[src/rtl/cache_controller_pkg.sv]
// rtl/cache_controller_pkg.sv - shared FSM states and cache address layout for the cache controller and data cache
package cache_controller_pkg;

    typedef enum logic [1:0] {
        IDLE      = 2'd0,
        READ_MISS = 2'd1,
        WRITE     = 2'd2
    } state_t;

    localparam logic [31:0] CACHE_BASE_ADDR = 32'd1024;

    localparam int CACHE_ADDR_W = 19;
    localparam int TAG_W        = 10;
    localparam int INDEX_W      = 6;
    localparam int OFFSET_W     = 3;

    localparam int OFFSET_LSB   = 0;
    localparam int INDEX_LSB    = OFFSET_LSB + OFFSET_W;
    localparam int TAG_LSB      = INDEX_LSB + INDEX_W;

    // Selects the upper or lower 32-bit word of a 64-bit line.
    localparam int WORD_SEL_BIT = 2;

endpackage

[src/rtl/cache_stats.sv]
// rtl/cache_stats.sv - hit/miss statistics counters, built only when CACHE_CTRL_STATS_EN is defined
module cache_stats (
    input  logic        clk,
    input  logic        rst,
    input  logic        hit_inc,
    input  logic        miss_inc,
    output logic [31:0] hit_count,
    output logic [31:0] miss_count
);

    always_ff @(posedge clk or posedge rst) begin
        if (rst) begin
            hit_count  <= 32'd0;
            miss_count <= 32'd0;
        end else begin
            if (hit_inc)
                hit_count <= hit_count + 32'd1;
            if (miss_inc)
                miss_count <= miss_count + 32'd1;
        end
    end

endmodule

[src/rtl/cache_controller.sv]
// rtl/cache_controller.sv - MEM-stage cache/SRAM control FSM; statistics enabled by CACHE_CTRL_STATS_EN
module cache_controller
    import cache_controller_pkg::*;
#(
    parameter logic [31:0] BASE_ADDR = CACHE_BASE_ADDR,
    parameter int          CADDR_W   = CACHE_ADDR_W
) (
    input  logic               clk,
    input  logic               rst,
    input  logic               mem_r_en,
    input  logic               mem_w_en,
    input  logic [31:0]        address,
    input  logic [31:0]        wdata,
    output logic [31:0]        rdata,
    output logic               ready,
    output logic [CADDR_W-1:0] cache_addr,
    output logic               cache_read,
    output logic               cache_write,
    output logic               cache_mem_write,
    output logic [63:0]        cache_wdata,
    input  logic               cache_hit,
    input  logic [31:0]        cache_rdata,
    output logic               sram_r_en,
    output logic               sram_w_en,
    output logic [31:0]        sram_addr,
    output logic [31:0]        sram_wdata,
    input  logic [63:0]        sram_rdata,
    input  logic               sram_ready,
    output logic [31:0]        hit_count,
    output logic [31:0]        miss_count
);

    state_t state;
    state_t state_next;

    logic [31:0] rel_addr;

    assign rel_addr    = address - BASE_ADDR;
    assign sram_addr   = rel_addr;
    assign cache_addr  = rel_addr[CADDR_W-1:0];
    assign sram_wdata  = wdata;
    assign cache_wdata = sram_rdata;

    // Enables come straight from the state register so they never glitch on cache_hit.
    assign sram_r_en = (state == READ_MISS);
    assign sram_w_en = (state == WRITE);

    always_ff @(posedge clk or posedge rst) begin
        if (rst)
            state <= IDLE;
        else
            state <= state_next;
    end

    always_comb begin
        state_next      = state;
        ready           = 1'b1;
        rdata           = 32'd0;
        cache_read      = 1'b0;
        cache_write     = 1'b0;
        cache_mem_write = 1'b0;
        // While reset is held the pipeline is released and every strobe stays quiet.
        if (!rst) begin
            case (state)
                IDLE: begin
                    if (mem_w_en) begin
                        cache_mem_write = 1'b1;
                        ready           = 1'b0;
                        state_next      = WRITE;
                    end else if (mem_r_en) begin
                        if (cache_hit) begin
                            cache_read = 1'b1;
                            rdata      = cache_rdata;
                        end else begin
                            ready      = 1'b0;
                            state_next = READ_MISS;
                        end
                    end
                end
                READ_MISS: begin
                    ready = 1'b0;
                    if (sram_ready) begin
                        cache_write = 1'b1;
                        rdata       = rel_addr[WORD_SEL_BIT] ? sram_rdata[63:32] : sram_rdata[31:0];
                        ready       = 1'b1;
                        state_next  = IDLE;
                    end
                end
                WRITE: begin
                    ready = 1'b0;
                    if (sram_ready) begin
                        ready      = 1'b1;
                        state_next = IDLE;
                    end
                end
                default: state_next = IDLE;
            endcase
        end
    end

`ifdef CACHE_CTRL_STATS_EN
    logic hit_inc;
    logic miss_inc;

    assign hit_inc  = (state == IDLE) && mem_r_en && !mem_w_en && cache_hit;
    assign miss_inc = (state == IDLE) && mem_r_en && !mem_w_en && !cache_hit;

    cache_stats u_cache_stats (
        .clk        (clk),
        .rst        (rst),
        .hit_inc    (hit_inc),
        .miss_inc   (miss_inc),
        .hit_count  (hit_count),
        .miss_count (miss_count)
    );
`else
    assign hit_count  = 32'd0;
    assign miss_count = 32'd0;
`endif

endmodule

[config.mk]
export PLATFORM = sky130hd
export DESIGN_NAME = cache_controller
export DESIGN_NICKNAME = d
export VERILOG_FILES = /design/src/rtl/cache_controller_pkg.sv /design/src/rtl/cache_stats.sv /design/src/rtl/cache_controller.sv
export SDC_FILE = /design/constraint.sdc
export NUM_CORES = 1
export LEC_CHECK = 0
export CAP_MARGIN = 10
export CORE_AREA = 2 2 163 165
export DETAILED_ROUTE_END_ITERATION = 10
export DIE_AREA = 0 0 165 167
export PLACE_DENSITY_LB_ADDON = 0.15
export SYNTH_ARGS = -nofsm -noshare
export SYNTH_HDL_FRONTEND = slang
export SYNTH_SLANG_ARGS = --single-unit
[constraint.sdc]
create_clock -name clk -period 2.8 [get_ports clk]
set_input_delay 0.42 -clock clk [delete_from_list [all_inputs] [get_ports clk]]
set_output_delay 0.42 -clock clk [all_outputs]
set_load 0.05 [all_outputs]
==> results.txt <==
status: finished clean
first-pass GRT wire length: 17500 um
area share of and/or/nand/nor cells after synthesis: 0.176
pre-CTS setup slack: -246 ps
Die H: 167 um
vias in the first global route: 3141
P per Cell Area: 352 nW/um^2
synth top area cells: buf_4, mux2i_1, nor2_1, a21oi_1, xor2_1
multiplexer share of the synthesized area: 0.121
Yosys top cell area share: 0.503
skew final: 1.80 ps
routed vias: 2936
row count: 59
CP startpoint kind: input port
FMAX: 371 MHz
register area share after synthesis: 0.0177
Layout Cells excl Fill: 911
Final Cell Area: 5850 sq um
first-pass iteration count of the detailed router: 4
register area: 50.0 sq um
commonest non-fill, non-tap cell in the layout: clkdlybuf4s50_1
clk_lat worst skew: 220 ps
FF+latch count, synth: 2
Synth Area in Compound Gates: 0.0705
clock sinks: 2
CTS buffer count: 3
CP required: 2380 ps
Fill cells: 2799
Synth area leader: buf_4
DRC Markers: 0
HPWL Detailed: 10800 um
Starting Density: 0.110
die area: 27600 sq um
CTS tree: built
Via density: 3.22
path category of the worst min-delay check: input port to async pin
Ports: 415
Max VDD drop: 0.233 mV
Final min period: 2700 ps
GRT Total Usage: 0.0801
Synth warnings: 0
number of flip-flops in the largest register: 2
largest net degree at the start of global routing: 33
share of layout cells above drive strength 1: 0.257
mapped cell area: 2820 sq um
final WL: 12000 um
max-cap viol count: 0
iteration-0 DRC count of the detailed router: 49
FF-to-FF Start: state[0]
Least-Margin Pin Slew: 520 ps
Switch Pwr: 1.15 mW
relative slew slack: 0.652
Max H-tree Level: 1
top flop regs: state (2)
total grt overflow: 0
Max clock buf depth: 2
Largest Register: state
fin crit share: 0.964
crit path from: address[19]
Placer Congestion: 0.787
Clock transition at path regs: 30 ps
Leak: 2.45 nW
Int Pwr: 0.909 mW
WP data arrival: 2280 ps
final core occ: 0.227
Setup TNS: 0 ps
Final Hold Viols: 0
Antenna diodes: 0
largest family of logic cells by synthesized area: buffers and inverters
Core ar.: 25800 sq um
Slew Viols, Final: 0
post-synthesis xor/xnor area fraction: 0.0559
syn_area_per_cell: 6.82 sq um
CTS Root Cell: clkbuf_16
clock group share of total power: 0.104
post-route ant nets: 0
Placed Cells: 904
Flop pwr share: 0.027
synthesis-to-finish area growth: 107%
setup ws final: 101 ps
most frequent cells in the layout: clkdlybuf4s50_1, nor2_1, conb_1, buf_12, buf_4
crit path capture type: output port
die span in x: 165 um
reg2reg setup slack: 920 ps
count of cell types in the netlist: 36
Adder-Cell Fraction of Synth Area: 0.0222
worst-path maximum fanout: 5
PortBufs: 259
# setup viols final: 0
Mapped Cells: 414
Comb pwr share: 0.869
Nets: 749
per-cell routed wire length: 13.2 um
area taken by multi-input logic gates: 1710 sq um
initial antenna violation count: 0
cts hold-fix bufs: 0
Crit Path Category: input port to output port
Placed Area: 5620 sq um
Switching Share: 0.559
-- layer usage --
metal | GRT usage | wire, um | part of all wire | vias up
li1 | - | - | - | 1408
met2 | 0.160 | 6430 | 0.53 | 212
met3 | 0.0257 | 1320 | 0.11 | 12
met5 | 0 | 0 | 0 | -
met4 | 0.00907 | 91 | 0.0076 | 0
met1 | 0.0816 | 4180 | 0.35 | 1304
-- worst paths after layout --
path / end / cells after the start
max: sram_addr[31] / 6
min: state[1] / 2
max reg2reg: state[0] / 6
min reg2reg: state[1] / 1
max in group asynchronous: state[0] / 2
min in group clk: state[1] / 1
-- per-stage QoR --
stage | hold slack, ps | total power, mW
6_report | 533 | 2.06
5_1_grt | 587 | 2.18
4_1_cts | 548 | 2.09
3_5_place_dp | 580 | 1.86
3_3_place_gp | 568 | 1.86
2_1_floorplan | 178 | 1.38
-- power groups by stage --
stage                     clock network [mW]  registers, mW  logic, mW
after CTS                              0.217         0.0555       1.81
after global routing                   0.223         0.0582       1.89
final                                  0.215         0.0554       1.79
after floorplan                            0         0.0509       1.33
after detailed placement                   0         0.0556       1.80
after global placement                     0         0.0540       1.80
-- synthesized netlist by cell type --
cell type and count:
nor4_2 1, o41ai_1 1, or4_1 2, nand2_1 6, a21boi_0 1, xor2_1 14
and3_1 1, nand2b_1 2, nor4_1 1, or3b_1 1, conb_1 1, nor3_1 3
and2_1 3, nor4_4 1, nor3_2 2, ha_1 5, buf_1 3, a21oi_1 34
nor4b_1 1, inv_1 7, xnor2_1 4, nor2_1 74, buf_6 1, o31ai_1 1
mux2i_1 32, buf_4 189, nand3_1 1, nor2b_1 1, or3_1 2, clkbuf_1 11
or4_4 1, o21ai_1 1, or2b_2 1, nand4b_1 1, dfrtp_1 2, mux2_2 2
-- cells by family after synthesis --
family,after synthesis
buffers and inverters,211
and+or+nand+nor,105
AOI/OAI and AO/OA,38
muxes,34
xor gates and xnor gates,18
adders and majority gates,5
DFF,2
other,1
-- area by class of cell --
class,count,area share
inverters,7,0.00514
multi-input cells,264,0.293
flip-flops and latches,2,0.00856
repair buffers,300,0.609
well taps,335,0.0717
clock buffers,3,0.0128
-- what timing repair did --
action,4_1_cts,5_1_grt
setup endpoints to repair,13,7
pin swaps,11,6
resized for setup,32,12
setup buffers,3,1
-- worst max-delay path, stage by stage --
cell	delay, ps
clkdlybuf4s50_1	420
or3_4	400
or2b_4	330
nor4_4	320
xor2_2	220
buf_12	160
Note: power is estimated with default switching activity, not from simulation.
